$ cat config.mk
export PLATFORM = sky130hd
export DESIGN_NAME = nibble_serial_alu_ctrl
export DESIGN_NICKNAME = d
export VERILOG_FILES = /design/src/rtl/alu_pkg.sv /design/src/rtl/gp_carry.sv /design/src/rtl/nibble_serial_alu_ctrl.sv
export SDC_FILE = /design/constraint.sdc
export NUM_CORES = 1
export LEC_CHECK = 0
export ABC_AREA = 0
export ABC_CLOCK_PERIOD_IN_PS = 2930
export BUFFER_PORTS_ARGS = -buffer_cell sky130_fd_sc_hd__buf_2
export CAP_MARGIN = 40
export CORE_MARGIN = 8
export CORE_UTILIZATION = 30
export DETAILED_ROUTE_END_ITERATION = 12
export PLACE_DENSITY = 0.57
export SYNTH_ARGS = -nofsm -noshare
export SYNTH_HDL_FRONTEND = slang
export SYNTH_SLANG_ARGS = --single-unit
$ cat constraint.sdc
create_clock -name clk -period 2.93 [get_ports clk]
set_input_delay 0.7325 -clock clk [delete_from_list [all_inputs] [get_ports clk]]
set_output_delay 0.7325 -clock clk [all_outputs]
set_load 0.05 [all_outputs]
$ cat src/rtl/alu_pkg.sv
// Shared opcodes, FSM state encoding and geometry for the nibble-serial ALU controller.
package alu_pkg;

    localparam int NIBBLES  = 4;
    localparam int NIBBLE_W = 4;
    localparam int DATA_W   = NIBBLES * NIBBLE_W;
    localparam int NIDX_W   = $clog2(NIBBLES);

    localparam logic [2:0] OP_CLR    = 3'b000;
    localparam logic [2:0] OP_BMA    = 3'b001;
    localparam logic [2:0] OP_AMB    = 3'b010;
    localparam logic [2:0] OP_ADD    = 3'b011;
    localparam logic [2:0] OP_XOR    = 3'b100;
    localparam logic [2:0] OP_OR     = 3'b101;
    localparam logic [2:0] OP_AND    = 3'b110;
    localparam logic [2:0] OP_PRESET = 3'b111;

    typedef enum logic [1:0] {
        ST_IDLE = 2'd0,
        ST_RUN  = 2'd1,
        ST_DONE = 2'd2
    } state_t;

    typedef struct packed {
        logic [DATA_W-1:0] a;
        logic [DATA_W-1:0] b;
        logic [2:0]        s;
    } op_t;

    // Subtracts are A + ~B + 1, so their carry chain starts at 1.
    function automatic logic cin0(input logic [2:0] op);
        logic c;
        case (op)
            OP_BMA, OP_AMB:                                    c = 1'b1;
            OP_CLR, OP_ADD, OP_XOR, OP_OR, OP_AND, OP_PRESET: c = 1'b0;
            default:                                           c = 1'b0;
        endcase
        return c;
    endfunction

endpackage

$ cat src/rtl/gp_carry.sv
// Carry lookahead cell: next carry from slice generate/propagate and incoming carry.
module gp_carry (
    input  logic i_g,
    input  logic i_p,
    input  logic i_cin,
    output logic o_cout
);

    assign o_cout = i_g | (i_p & i_cin);

endmodule

$ cat src/rtl/nibble_serial_alu_ctrl.sv
// Drives a 16-bit operation through an external 4-bit ALU slice, one nibble per cycle.
// start accepted only in IDLE; done pulses 5 cycles after the accepting edge; no backpressure.
module nibble_serial_alu_ctrl
    import alu_pkg::*;
(
    input  logic              clk,
    input  logic              rst_n,
    input  logic              start,
    input  logic [DATA_W-1:0] a,
    input  logic [DATA_W-1:0] b,
    input  logic [2:0]        s,
    output logic [3:0]        slice_a,
    output logic [3:0]        slice_b,
    output logic [2:0]        slice_s,
    output logic              slice_cin,
    input  logic [3:0]        slice_f,
    input  logic              slice_g,
    input  logic              slice_p,
    output logic              busy,
    output logic              done,
    output logic [DATA_W-1:0] result,
    output logic              cout,
    output logic              zero
);

    localparam logic [NIDX_W-1:0] NIDX_LAST = NIDX_W'(NIBBLES - 1);

    state_t             r_state;
    state_t             w_state_nxt;
    op_t                r_op;
    logic [NIDX_W-1:0]  r_nidx;
    logic               r_carry;
    logic [DATA_W-1:0]  r_result;
    logic               r_cout;
    logic               r_done;
    logic               r_zero;

    logic               w_run;
    logic               w_accept;
    logic               w_last;
    logic               w_carry_nxt;
    logic [3:0]         w_bit_base;

    assign w_run      = (r_state == ST_RUN);
    assign w_accept   = (r_state == ST_IDLE) && start;
    assign w_last     = (r_nidx == NIDX_LAST);
    assign w_bit_base = {r_nidx, 2'b00};

    always_ff @(posedge clk or negedge rst_n) begin
        if (!rst_n) begin
            r_state <= ST_IDLE;
        end else begin
            r_state <= w_state_nxt;
        end
    end

    always_comb begin
        w_state_nxt = r_state;
        case (r_state)
            ST_IDLE: if (start)  w_state_nxt = ST_RUN;
            ST_RUN:  if (w_last) w_state_nxt = ST_DONE;
            ST_DONE:             w_state_nxt = ST_IDLE;
            default:             w_state_nxt = ST_IDLE;
        endcase
    end

    gp_carry u_gp_carry (
        .i_g    (slice_g),
        .i_p    (slice_p),
        .i_cin  (r_carry),
        .o_cout (w_carry_nxt)
    );

    always_ff @(posedge clk or negedge rst_n) begin
        if (!rst_n) begin
            r_op     <= '0;
            r_nidx   <= '0;
            r_carry  <= 1'b0;
            r_result <= '0;
            r_cout   <= 1'b0;
            r_done   <= 1'b0;
            r_zero   <= 1'b0;
        end else begin
            r_done <= 1'b0;
            if (w_accept) begin
                r_op    <= '{a: a, b: b, s: s};
                r_nidx  <= '0;
                r_carry <= cin0(s);
            end
            if (w_run) begin
                r_result[w_bit_base +: 4] <= slice_f;
                r_carry                   <= w_carry_nxt;
                r_nidx                    <= r_nidx + NIDX_W'(1);
                if (w_last) begin
                    r_cout <= w_carry_nxt;
                end
            end
            // The last nibble lands on the RUN->DONE edge, so zero is taken one cycle later.
            if (r_state == ST_DONE) begin
                r_done <= 1'b1;
                r_zero <= (r_result == '0);
            end
        end
    end

    assign slice_a   = w_run ? r_op.a[w_bit_base +: 4] : 4'h0;
    assign slice_b   = w_run ? r_op.b[w_bit_base +: 4] : 4'h0;
    assign slice_cin = w_run ? r_carry : 1'b0;
    assign slice_s   = r_op.s;

    assign busy   = w_run;
    assign done   = r_done;
    assign result = r_result;
    assign cout   = r_cout;
    assign zero   = r_zero;

endmodule

# After elaboration in Yosys (flattened, before gate mapping)
# Memories as Yosys holds them, arrays and structs flattened.
# Index checks and enable logic that the tools add are counted.
[word_totals]
inputBits = 44
out_inout_bits = 32
word_cells = 42
memories = 1
reg_bits = 59
mem_bits_ro = 8
[classes]
shift = 4
n_eq_ne = 5
reduce_logical = 6
n_addsub = 2
n_bitwise = 2
muxes = 12
[memory_table]
columns = ["memory", "words", "width", "rd", "rd_clocked_by_memory_dff", "write_ports", "line", "rtl"]
rows = [
  ["(name not given)", 8, 1, 1, 0, 0, "alu_pkg.sv:33", "case (op)"],
]
[ops]
columns = ["cell", "count"]
rows = [
  ["$shiftx A16 B5 Y4", 2],
  ["$bwmux W16", 1],
  ["$logic_not A16 Y1", 1],
  ["$shift A4 B6 Y16 const A", 1],
  ["$shiftx A4 B6 Y16", 1],
  ["$mux W2", 4],
  ["$mux W4", 2],
  ["$neg A4 Y6", 1],
  ["$eq A2 B2 Y1 const B", 2],
  ["$mux W1", 4],
  ["$pmux W2 S2", 1],
  ["$reduce_and A2 Y1", 2],
  ["$add A2 B1 Y2 const B", 1],
  ["$eq A2 B1 Y1 const B", 1],
  ["$logic_not A2 Y1", 1],
  ["$ne A2 B1 Y1 const B", 1],
  ["$ne A2 B2 Y1 const B", 1],
  ["$reduce_bool A2 Y1", 1],
  ["$and A1 B1 Y1", 1],
  ["$logic_and A1 B1 Y1", 1],
  ["$or A1 B1 Y1", 1],
]

# Depth between registers and ports, before layout
# Gate-level depths: netlist of the first run.
[logic_depth]
ltp_word = 4
depth_mapped = 7
mapped_depth_nobuf = 5

# Modules after synthesis
# Synthesis of the first run repeated with hierarchy kept, for this count alone.
[hier_totals]
hier_cells = 196
hier_area_um2 = 2723.9
[by_module_without_submodules]
columns = ["module", "area_per_inst_um2", "n_inst", "cells_per_inst"]
rows = [
  ["nibble_serial_alu_ctrl", 2716.4, 1, 195],
  ["gp_carry", 7.5, 1, 1],
]

# Least setup slack after synthesis of the first run
# OpenSTA, ideal clock, no wires.
[synth_timing]
path_kind = "reg-to-output"
startpoint = "reg r_state[0]"
endpoint = "out slice_a[0]"
stages_incl_launch_ff = 5
path_slack_ns = 0.452
path_buffers = 2
t_arrival_ns = 1.746
cell_sequence = "dfrtp_1 buf_4 nor2b_1 clkbuf_1 and2_1"
[synth_between]
elab_chain_cells = 2
[synth_lines]
columns = ["item", "line", "rtl"]
rows = [
  ["start, declared", "nibble_serial_alu_ctrl.sv:28", "state_t r_state;"],
  ["start signal, assigned", "nibble_serial_alu_ctrl.sv:53", "r_state <= w_state_nxt;"],
  ["$eq A2 B1 Y1", "nibble_serial_alu_ctrl.sv:44", "assign w_run = (r_state == ST_RUN);"],
  ["net busy", "nibble_serial_alu_ctrl.sv:19", "output logic busy,"],
  ["$mux W4", "nibble_serial_alu_ctrl.sv:106", "assign slice_a = w_run ? r_op.a[w_bit_base +: 4] : 4'h0;"],
  ["end, declared", "nibble_serial_alu_ctrl.sv:12", "output logic [3:0] slice_a,"],
]
# The timed path passes the listed nets, and every way through them passes these cells.

# Worst setup path in the final report of the first run
[layout_timing]
startpoint = "reg r_nidx[0]"
endpoint = "out slice_a[0]"
[layout_between]
elab_chain_cells = 2
[layout_lines]
columns = ["item", "line", "rtl"]
rows = [
  ["start, declared", "nibble_serial_alu_ctrl.sv:31", "logic [NIDX_W-1:0] r_nidx;"],
  ["start signal, assigned", "nibble_serial_alu_ctrl.sv:93", "r_nidx <= r_nidx + NIDX_W'(1);"],
  ["$shiftx A16 B5 Y4", "nibble_serial_alu_ctrl.sv:106", ""],
  ["$mux W4", "nibble_serial_alu_ctrl.sv:106", ""],
]
# Every way passes these cells.

==> impl_results.rst, run 1 <==
.. list-table::
   :header-rows: 1

   * - Metric
     - Value
   * - Data required time at the worst endpoint
     - 2200 ps
   * - Final setup TNS
     - 0 ps
   * - Minimum period implied by the final worst setup slack
     - 2752 ps
   * - Worst-Skew Late Latency
     - between 300 and 400 ps
   * - Global routing usage summed across all routing layers
     - between 10% and 20%
   * - Hold WC Path Type
     - in2async
   * - CTS Hold Bufs
     - 0
   * - Number of warnings reported in the yosys synthesis log
     - 0
   * - Boundary Pins
     - 76
   * - Number of global-route vias before repair
     - around 2,000
   * - Sequential fraction of the synthesis area
     - 53.27%
   * - Total die area
     - approximately 13,000 um2
   * - Routed length on met1
     - between 2000 and 3000 um
   * - DRC violation count after routing
     - 0
   * - Routability cong.
     - 0.7075
   * - Final #Nets
     - 322
   * - Count of port buffers added during placement
     - 75
   * - Max Slew Vio Count
     - 0
   * - Area of the multi-input gates
     - between 1000 and 1500 um2
   * - Number of DRC markers after the initial detailed-route iteration
     - between 40 and 50
   * - Combined flip-flop and latch cell area
     - approximately 1500 um2
   * - Initial Util
     - between 30% and 40%
   * - Ranking of synthesized cells by area
     - sky130_fd_sc_hd__dfrtp_1 (53%), sky130_fd_sc_hd__mux2_2 (15%), sky130_fd_sc_hd__mux4_1 (3.8%)
   * - Dominant cell type by area after synthesis
     - sky130_fd_sc_hd__dfrtp_1
   * - Clock Sinks
     - 59
   * - First-pass iteration count of the detailed router
     - 4
   * - CTS-repair resized insts
     - 0
   * - Commonest cells after routing, fill and taps aside
     - sky130_fd_sc_hd__buf_2 (75), sky130_fd_sc_hd__dfrtp_1 (59), sky130_fd_sc_hd__mux2_2 (36)
   * - First-pass GRT wire length
     - around 11,000 um
   * - Post-synthesis average cell area
     - roughly 14 um2
   * - Share of the clock period used by the worst path after layout
     - 93.92%
   * - Post-route worst hold slack
     - between 400 and 500 ps
   * - Met3 wire length
     - roughly 530 um
   * - Number of setup violations in the final report
     - 0
   * - Worst-margin pin slew
     - 709.4 ps
   * - Die height
     - approximately 110 um
   * - Width of the die
     - ~110 um
   * - Buffer depth of the longest clock path
     - 2
   * - CP Capture Type
     - output port
   * - CTS H-tree depth
     - 3
   * - Distinct cells, synth
     - 33
   * - Aggregate global routing overflow
     - 0
   * - Number of antenna violations at the first check in global routing
     - 0
   * - Number of enable flip-flop cells after synthesis
     - 0
   * - HPWL reported at the end of detailed placement
     - around 4600 um
   * - Area added between synthesis and finish
     - 21.58%
   * - Uppermost signal routing layer after detailed routing
     - met4
   * - #FFs+latches synth
     - between 50 and 60
   * - Maximum number of pins on one net before global-route repair
     - 37
   * - Number of nets with antenna violations after detailed routing
     - 0
   * - Vias after detailed routing
     - around 1,800
   * - Clock tree from TritonCTS
     - done
   * - Number of rows in the core area
     - 35
   * - Post-Route Skew
     - roughly 10 ps
   * - Share of post-route cells with drive strength above 1
     - between 50 and 60%
   * - Most common library cell in the layout ignoring fill and taps
     - sky130_fd_sc_hd__buf_2
   * - Final core occ
     - a little under two fifths
   * - Highest achievable clock rate
     - about 360 MHz
   * - Most common flop cell mapped by yosys
     - sky130_fd_sc_hd__dfrtp_1
   * - Post-CTS setup buffer count
     - 0
   * - Total inserted antenna cells
     - 0
   * - Result of the run
     - completed
   * - Routed wire length
     - 6268 um
   * - Metal2 WL
     - just under 3000 um
   * - Number of maximum-capacitance constraint violations
     - 0
   * - Summed instance area of the synthesized netlist
     - 2771 um2
   * - Root Buffer
     - sky130_fd_sc_hd__clkbuf_8
   * - Worst setup SP type
     - flop
   * - Worst Path Arrival
     - around 2000 ps
   * - Worst Setup Path Type
     - reg2out
   * - Fraction of synthesized cell area taken by the top area cell type
     - 53.27%
   * - Post-synth net total
     - 245
   * - Worst-path clk slew
     - approximately 70 ps
   * - Post-synthesis cell count
     - a little under 200
   * - Proportion of register bits with asynchronous set or reset after synthesis
     - 100.0%
   * - Number of failing hold endpoints at the final stage
     - 0
   * - Core area
     - between 9000 and 10,000 um2
   * - Max Fanout on Critical Path
     - 10
   * - Fill cell total of the finished layout
     - roughly 940
   * - WL/cell
     - 16.15 um
   * - Number of buffers created by CTS
     - 9
   * - Unrepaired setup endpoints after global routing
     - no
   * - Routed via count divided by cell count
     - about 4.7
   * - Tightest slew margin relative to the limit
     - between 50% and 60%
-- cells in the mapped netlist (2+ instances only) --
cell and number:
sky130_fd_sc_hd__ha_1 5, sky130_fd_sc_hd__inv_1 4, sky130_fd_sc_hd__nand3b_1 3, sky130_fd_sc_hd__dfrtp_1 59, sky130_fd_sc_hd__nor4b_4 2, sky130_fd_sc_hd__o21ai_0 9, sky130_fd_sc_hd__and2_1 9, sky130_fd_sc_hd__mux4_1 4
sky130_fd_sc_hd__buf_4 5, sky130_fd_sc_hd__buf_8 3, sky130_fd_sc_hd__a22o_1 9, sky130_fd_sc_hd__nand2_1 18, sky130_fd_sc_hd__clkbuf_1 3, sky130_fd_sc_hd__a21oi_1 2, sky130_fd_sc_hd__mux2_2 36, sky130_fd_sc_hd__nor4_1 4
sky130_fd_sc_hd__mux4_2 4, sky130_fd_sc_hd__nor2b_1 2
-- flip-flops by register name, summed over array words and instances (netlist names) --
name / flops
cout: 1
done: 1
r_carry: 1
r_nidx: 2
r_op: 32
r_state: 2
result: 16
slice_s: 3
zero: 1
-- stage by stage --
step                      cells  setup slack (ps)  cell area, um2
final                       388             178.1            3369
after global routing        388             1.925            3369
after CTS                   388             76.48            3369
after detailed placement    373             454.2            3209
after global placement      373             468.9            3209
after floorplan             196             451.9            2771
-- critical path, cell delays in order (launching register included) --
cell	delay [ps]
sky130_fd_sc_hd__dfrtp_1	700
sky130_fd_sc_hd__mux4_1	620
sky130_fd_sc_hd__and2_1	170
sky130_fd_sc_hd__buf_2	200
-- area by class of cell --
class | count | area share [%]
sequential | 59 | 43.82
clock inverter | 3 | 0.4456
timing repair buffer | 79 | 12.40
tap | 111 | 4.122
inverter | 4 | 0.4456
clock buffer | 12 | 4.307
multi-input combinational | 120 | 34.46
-- routing by layer --
metal	vias to the layer above	global-route usage [%]
li1	857	-
met1	913	12.46
met2	55	16.30
met3	12	5.046
met4	0	5.396
met5	-	0
-- cells by family after synthesis --
| family | Yosys count | share of synthesized area, % |
|---|---|---|
| mux | 45 | 22.03 |
| fa+ha+maj | 5 | 2.257 |
| buf+inv | 17 | 5.056 |
| xor+xnor | 1 | 0.3161 |
| flops | 59 | 53.27 |
| simple gates | 46 | 11.33 |
| compound gates | 23 | 5.734 |
-- path summary, 6_finish.rpt --
check	start	to	slack, ps	cells after the start
worst max-delay path	r_nidx[0]$_DFFE_PN0P_	slice_a[0]	180	3
worst min-delay path	rst_n	done$_DFF_PN0_	450	1
worst max register to register	r_nidx[0]$_DFFE_PN0P_	result[15]$_DFFE_PN0P_	760	6
worst min register to register	r_op[17]$_DFFE_PN0P_	r_op[17]$_DFFE_PN0P_	500	1
max in group asynchronous	rst_n	r_op[20]$_DFFE_PN0P_	1860	2
min in group clk	r_op[17]$_DFFE_PN0P_	r_op[17]$_DFFE_PN0P_	500	1
Power of run 1 is not shown: default switching activity piles up to over one toggle a cycle in this logic, so the estimate is an artifact.
==> inputs of run 2 (changes only) <==
--- a/constraint.sdc
+++ b/constraint.sdc
@@ -3,2 +3,2 @@
 set_output_delay 0.7325 -clock clk [all_outputs]
-set_load 0.05 [all_outputs]
+set_load 0.005 [all_outputs]
==> impl_results.rst, run 2 (same netlist as run 1, synthesis figures left out) <==
.. list-table::
   :header-rows: 1

   * - Metric
     - Value
   * - CTS H-tree depth
     - 3 (unchanged)
   * - Slowest cell on the critical path
     - sky130_fd_sc_hd__dfrtp_1 (unchanged)
   * - Worst-case register-to-register setup slack
     - 700 ps (was 760 ps)
   * - First-pass GRT wire length
     - 10,470 um (was 10,560 um)
   * - WL/cell
     - 15.95 um (was 16.15 um)
   * - Max Slew Vio Count
     - 0 (unchanged)
   * - Number of rows in the core area
     - 35 (unchanged)
   * - First-pass iteration count of the detailed router
     - 4 (unchanged)
   * - Minimum period implied by the final worst setup slack
     - 2705 ps (was 2752 ps)
   * - Aggregate global routing overflow
     - 0 (unchanged)
   * - Sw frac
     - about a third
   * - Placed cell areas
     - 3209 um2 (unchanged)
   * - Initial Util
     - 30.43% (unchanged)
   * - Number of failing hold endpoints at the final stage
     - 0 (unchanged)
   * - Number of buffers created by CTS
     - 9 (unchanged)
   * - Die height
     - 112.1 um (unchanged)
   * - Relative contribution of combinational cells to total power
     - roughly 40%
   * - Most common library cell in the layout ignoring fill and taps
     - sky130_fd_sc_hd__buf_2 (unchanged)
   * - Number of antenna violations at the first check in global routing
     - 0 (unchanged)
   * - Met2 Track Usage GR
     - 16.42% (was 16.30%)
   * - Post-Route Skew
     - 10.35 ps (was 10.31 ps)
   * - Maximum number of pins on one net before global-route repair
     - 37 (unchanged)
   * - Worst vdd rail ir drop
     - slightly above 300 uV
   * - Reg with most FFs
     - r_op (unchanged)
   * - Number of DRC markers after the initial detailed-route iteration
     - 51 (was 44)
   * - Worst-path clk slew
     - 70 ps (about the same)
   * - Highest achievable clock rate
     - 369.7 MHz (was 363.4 MHz)
   * - Clock Sinks
     - 59 (unchanged)
   * - Clock power share
     - 19.1%
   * - Standby leakage power
     - about 0.0016 uW
   * - Met3 Use GR
     - 5.636% (was 5.046%)
   * - CTS-repair resized insts
     - 0 (unchanged)
   * - Core area
     - 9109 um2 (unchanged)
   * - Number of global-route vias before repair
     - 2,000 (was 1,978)
   * - Width of the die
     - 112.1 um (unchanged)
   * - Root Buffer
     - sky130_fd_sc_hd__clkbuf_8 (unchanged)
   * - Flip-flop count of the largest register after layout
     - 32 (unchanged)
   * - Area added between synthesis and finish
     - 22.80% (was 21.58%)
   * - Hold WC Path Type
     - in2async (unchanged)
   * - Final #Nets
     - 322 (unchanged)
   * - Routed wire length
     - 6205 um (was 6268 um)
   * - Result of the run
     - completed (unchanged)
   * - Share of post-route cells with drive strength above 1
     - 50.72% (was 50.18%)
   * - Worst Setup Path Type
     - reg2out (unchanged)
   * - Unrepaired setup endpoints after global routing
     - no (unchanged)
   * - Share of the clock period used by the worst path after layout
     - 92.31% (was 93.92%)
   * - Placed cell count
     - 373 (unchanged)
   * - Pint
     - 2537 uW
   * - Worst-Skew Late Latency
     - 330 ps (about the same)
   * - Buffer depth of the longest clock path
     - 2 (unchanged)
   * - Commonest cells after routing, fill and taps aside
     - sky130_fd_sc_hd__buf_2 (75), sky130_fd_sc_hd__dfrtp_1 (59), sky130_fd_sc_hd__mux2_2 (36) (unchanged)
   * - Final WS setup
     - 225.5 ps (was 178.1 ps)
   * - Post-CTS setup buffer count
     - 0 (unchanged)
   * - Part of the power in registers
     - between 30 and 40%
   * - Cell chain of the critical path
     - mux4_1, and2_1, buf_2 (unchanged)
   * - Met1 GRT Util
     - 12.44% (was 12.46%)
   * - Global routing usage summed across all routing layers
     - 10.65% (was 10.74%)
   * - Clock tree from TritonCTS
     - done (unchanged)
   * - Delay contributed by the slowest stage of the critical path
     - 740 ps (was 700 ps)
   * - Post-route standard cell area excluding fillers
     - 3403 um2 (was 3369 um2)
   * - Max Fanout on Critical Path
     - 10 (unchanged)
   * - CP Capture Type
     - output port (unchanged)
   * - Worst slack, placed
     - 530.5 ps (was 454.2 ps)
   * - Vias after detailed routing
     - 1,838 (was 1,837)
   * - Routability cong.
     - 0.7056 (was 0.7075)
   * - Worst setup SP type
     - flop (unchanged)
   * - Boundary Pins
     - 76 (unchanged)
   * - DRC violation count after routing
     - 0 (unchanged)
   * - Data required time at the worst endpoint
     - 2200 ps (about the same)
   * - Routed via count divided by cell count
     - 4.725 (was 4.735)
   * - Power Dens Cells
     - ~1100 nW/um2
   * - HPWL reported at the end of detailed placement
     - 4586 um (was 4637 um)
   * - Total inserted antenna cells
     - 0 (unchanged)
   * - Worst-margin pin slew
     - 665.5 ps (was 709.4 ps)
   * - Number of maximum-capacitance constraint violations
     - 0 (unchanged)
   * - Post-route worst hold slack
     - 428.7 ps (was 452.6 ps)
   * - CTS Hold Bufs
     - 0 (unchanged)
   * - Number of nets with antenna violations after detailed routing
     - 0 (unchanged)
   * - Count of port buffers added during placement
     - 75 (unchanged)
   * - Global routing's busiest layer
     - met2 (unchanged)
   * - Number of setup violations in the final report
     - 0 (unchanged)
   * - Total die area
     - 12,570 um2 (unchanged)
   * - Tightest slew margin relative to the limit
     - 55.64% (was 52.71%)
   * - Post-Layout Cell Count
     - 389 (was 388)
   * - Final setup TNS
     - 0 ps (unchanged)
   * - Worst Path Arrival
     - 1970 ps (was 2020 ps)
   * - Switching power
     - about 1300 uW
## run 2: cell types whose count changed in the layout (fill, tap and decap cells not counted)
cell                         delta
sky130_fd_sc_hd__clkinvlp_4     +1
sky130_fd_sc_hd__clkbuf_1       -1
sky130_fd_sc_hd__bufinv_16      +1
## run 2: power by group through the flow
stage | logic [uW] | registers [uW] | clock network (uW)
floorplan | 1250 | 1410 | 0
global placement | 1580 | 1530 | 0
detailed placement | 1600 | 1550 | 0
CTS | 1610 | 1540 | 761
global route | 1740 | 1590 | 808
finish | 1560 | 1520 | 731
## run 2: critical path, delay by kind of cell, from the launching register on
family / cells / cell delay [ps]
AND/OR/NAND/NOR: 1 / 170
flip-flops: 1 / 740
buffers and inverters: 1 / 120
multiplexers: 1 / 610
## run 2: layout make-up
class / count / area, um2
Timing Repair Buffer: 79 / 417.9
Multi-Input combinational cell: 120 / 1161
Tap cell: 111 / 138.9
Sequential cell: 59 / 1476
Inverter: 4 / 15.01
Clock inverter: 5 / 52.55
Fill cell: 931 / 5705
Clock buffer: 11 / 141.4
## run 2: path summary, 6_finish.rpt
path                                             from  cells after the start                     end
worst max register to register  r_nidx[0]$_DFFE_PN0P_                      6  result[13]$_DFFE_PN0P_
max in group asynchronous                       rst_n                      2    r_op[20]$_DFFE_PN0P_
worst max-delay path            r_nidx[0]$_DFFE_PN0P_                      3              slice_a[0]
min in group clk                 r_op[26]$_DFFE_PN0P_                      1    r_op[26]$_DFFE_PN0P_
worst min register to register   r_op[26]$_DFFE_PN0P_                      1    r_op[26]$_DFFE_PN0P_
worst min-delay path                            rst_n                      1        zero$_DFFE_PN0P_
## run 2: through the flow
step | total power [uW] | utilization (%)
final | 3815 | 37.36
after global routing | 4135 | 37.36
after CTS | 3907 | 37.36
after detailed placement | 3158 | 35.23
after global placement | 3116 | 35.23
after floorplan | 2659 | -
## run 2: metal layers
| metal | part of all wire (%) | vias up |
|---|---|---|
| met5 | 0 | - |
| met1 | 43 | 916 |
| met2 | 47 | 52 |
| met4 | 1.2 | 0 |
| met3 | 8.5 | 8 |
| li1 | - | 862 |
Note: power is estimated with default switching activity, not from simulation.
==> inputs of run 3 (changes only) <==
Settings changed: ABC_CLOCK_PERIOD_IN_PS 2930 to 2880.
Clock period 2.93 ns to 2.88 ns, I/O delays scaled along.
==> impl_results.rst, run 3 (same netlist as run 1, synthesis figures left out) <==
.. list-table::
   :header-rows: 1

   * - Metric
     - Value
   * - Number of antenna violations at the first check in global routing
     - 0 (unchanged)
   * - First-pass iteration count of the detailed router
     - 3 (was 4)
   * - Final core occ
     - 37.23% (was 37.36%)
   * - Cell chain of the critical path
     - mux4_1, and2_1, buf_2 (unchanged)
   * - Reg with most FFs
     - r_op (unchanged)
   * - Final #Nets
     - 322 (unchanged)
   * - Area added between synthesis and finish
     - 22.35% (was 22.80%)
   * - Worst vdd rail ir drop
     - 382.6 uV (was 304.4 uV)
   * - Flip-flop count of the largest register after layout
     - 32 (unchanged)
   * - Placed cell count
     - 373 (unchanged)
   * - Routed wire length
     - 6217 um (was 6205 um)
   * - Uppermost signal routing layer after detailed routing
     - met4 (unchanged)
   * - Data required time at the worst endpoint
     - 2160 ps (was 2200 ps)
   * - Unrepaired setup endpoints after global routing
     - no (unchanged)
   * - Worst-margin pin slew
     - 663.3 ps (was 665.5 ps)
   * - Routed length on met1
     - 2590 um (was 2670 um)
   * - Standby leakage power
     - 0.001592 uW (was 0.001596 uW)
   * - Worst-path clk slew
     - 70 ps (about the same)
   * - Number of buffers created by CTS
     - 9 (unchanged)
   * - Total inserted antenna cells
     - 0 (unchanged)
   * - Number of DRC markers after the initial detailed-route iteration
     - 43 (was 51)
   * - Number of maximum-capacitance constraint violations
     - 0 (unchanged)
   * - Number of global-route vias before repair
     - 2,073 (was 2,000)
   * - Maximum number of pins on one net before global-route repair
     - 37 (unchanged)
   * - Minimum period implied by the final worst setup slack
     - between 2000 and 3000 ps
   * - Worst Path Arrival
     - 1990 ps (was 1970 ps)
   * - WL/cell
     - 16.06 um (was 15.95 um)
   * - Worst-Skew Late Latency
     - 330 ps (about the same)
   * - Boundary Pins
     - 76 (unchanged)
   * - Vias after detailed routing
     - 1,806 (was 1,838)
   * - Most common library cell in the layout ignoring fill and taps
     - sky130_fd_sc_hd__buf_2 (unchanged)
   * - Total die area
     - 12,570 um2 (unchanged)
   * - Aggregate global routing overflow
     - 0 (unchanged)
   * - Post-route worst hold slack
     - 414.8 ps (was 428.7 ps)
   * - Buffer depth of the longest clock path
     - 2 (unchanged)
   * - Slowest cell on the critical path
     - sky130_fd_sc_hd__dfrtp_1 (unchanged)
   * - Die height
     - 112.1 um (unchanged)
   * - Share of the clock period used by the worst path after layout
     - a little over nine tenths
   * - DRC violation count after routing
     - 0 (unchanged)
   * - Initial Util
     - 30.43% (unchanged)
   * - Power Dens Cells
     - 1139 nW/um2 (was 1121 nW/um2)
   * - CTS Hold Bufs
     - 0 (unchanged)
   * - Worst setup SP type
     - flop (unchanged)
   * - Max Fanout on Critical Path
     - 10 (unchanged)
   * - Worst-case register-to-register setup slack
     - 650 ps (was 700 ps)
   * - Hold WC Path Type
     - in2async (unchanged)
   * - Post-Route Skew
     - 9.107 ps (was 10.35 ps)
   * - Clock Sinks
     - 59 (unchanged)
   * - Clock tree from TritonCTS
     - done (unchanged)
   * - Number of failing hold endpoints at the final stage
     - 0 (unchanged)
   * - Root Buffer
     - sky130_fd_sc_hd__clkbuf_8 (unchanged)
   * - Delay contributed by the slowest stage of the critical path
     - 730 ps (was 740 ps)
   * - Number of rows in the core area
     - 35 (unchanged)
   * - Routability cong.
     - 0.7054 (was 0.7056)
   * - Final setup TNS
     - 0 ps (unchanged)
   * - Worst Setup Path Type
     - reg2out (unchanged)
   * - Number of nets with antenna violations after detailed routing
     - 0 (unchanged)
   * - Tightest slew margin relative to the limit
     - 55.78% (was 55.64%)
   * - Count of port buffers added during placement
     - 75 (unchanged)
   * - Max Slew Vio Count
     - 0 (unchanged)
   * - Metal2 WL
     - 2922 um (was 2927 um)
   * - Core area
     - 9109 um2 (unchanged)
   * - Highest achievable clock rate
     - ~370 MHz
   * - Routed via count divided by cell count
     - 4.667 (was 4.725)
   * - Fill cell total of the finished layout
     - 919 (was 931)
   * - Commonest cells after routing, fill and taps aside
     - sky130_fd_sc_hd__buf_2 (75), sky130_fd_sc_hd__dfrtp_1 (59), sky130_fd_sc_hd__mux2_2 (36) (unchanged)
   * - Result of the run
     - completed (unchanged)
   * - Post-CTS setup buffer count
     - 0 (unchanged)
   * - First-pass GRT wire length
     - 10,600 um (was 10,470 um)
   * - HPWL reported at the end of detailed placement
     - 4613 um (was 4586 um)
   * - CP Capture Type
     - output port (unchanged)
   * - Post-Layout Cell Count
     - 387 (was 389)
   * - Share of post-route cells with drive strength above 1
     - 50.36% (was 50.72%)
   * - Global routing usage summed across all routing layers
     - 10.78% (was 10.65%)
   * - CTS-repair resized insts
     - 0 (unchanged)
   * - Number of setup violations in the final report
     - 0 (unchanged)
   * - Met3 wire length
     - 593 um (was 530 um)
   * - CTS H-tree depth
     - 3 (unchanged)
   * - Width of the die
     - 112.1 um (unchanged)
## run 3: cell types whose count changed in the layout (fill, tap and decap cells not counted)
cell	delta
sky130_fd_sc_hd__clkinv_2	-1
sky130_fd_sc_hd__clkinvlp_4	-1
## run 3: worst paths after layout
check                                          to                   from  depth (start not counted)
setup / recovery                       slice_a[0]  r_nidx[0]$_DFFE_PN0P_                          3
hold / removal             result[13]$_DFFE_PN0P_                  rst_n                          1
setup reg to reg           result[13]$_DFFE_PN0P_  r_nidx[0]$_DFFE_PN0P_                          6
hold reg to reg                  cout$_DFFE_PN0P_       cout$_DFFE_PN0P_                          2
max in group asynchronous    r_op[20]$_DFFE_PN0P_                  rst_n                          2
min in group clk                 cout$_DFFE_PN0P_       cout$_DFFE_PN0P_                          2
## run 3: metrics by stage
step	cell area, um2	power (uW)	setup WS, ps
floorplan	2771	2705	898.9
global placement	3209	3170	519.7
detailed placement	3209	3216	470.6
CTS	3391	3958	80.54
global route	3391	4193	16.90
finish	3391	3862	174.3
## run 3: cell type report
class / instances / area [um2] / area share, %
sequential: 59 / 1476 / 43.54
clock inverter: 3 / 40.04 / 1.181
clock buffer: 11 / 141.4 / 4.170
multi-input combinational: 120 / 1161 / 34.24
timing repair buffer: 79 / 417.9 / 12.32
inverter: 4 / 15.01 / 0.4428
tap: 111 / 138.9 / 4.096
## run 3: layer usage
layer / track usage, % / up-vias
met5: 0 / -
met3: 5.636 / 9
li1: - / 859
met1: 11.96 / 885
met2: 16.86 / 53
met4: 4.856 / 0
## run 3: where the power goes
group | total, uW | switching (uW) | leakage, uW | internal [uW]
clock | 721 | 310 | 0.0000950 | 411
sequential | 1550 | 315 | 0.000732 | 1230
combinational | 1590 | 663 | 0.000764 | 930
## run 3: critical path: cells and delay by family, from the launching register on
family / cells / cell delay (ps)
AND/OR/NAND/NOR: 1 / 170
flip-flops: 1 / 730
buffers and inverters: 1 / 120
multiplexers: 1 / 620
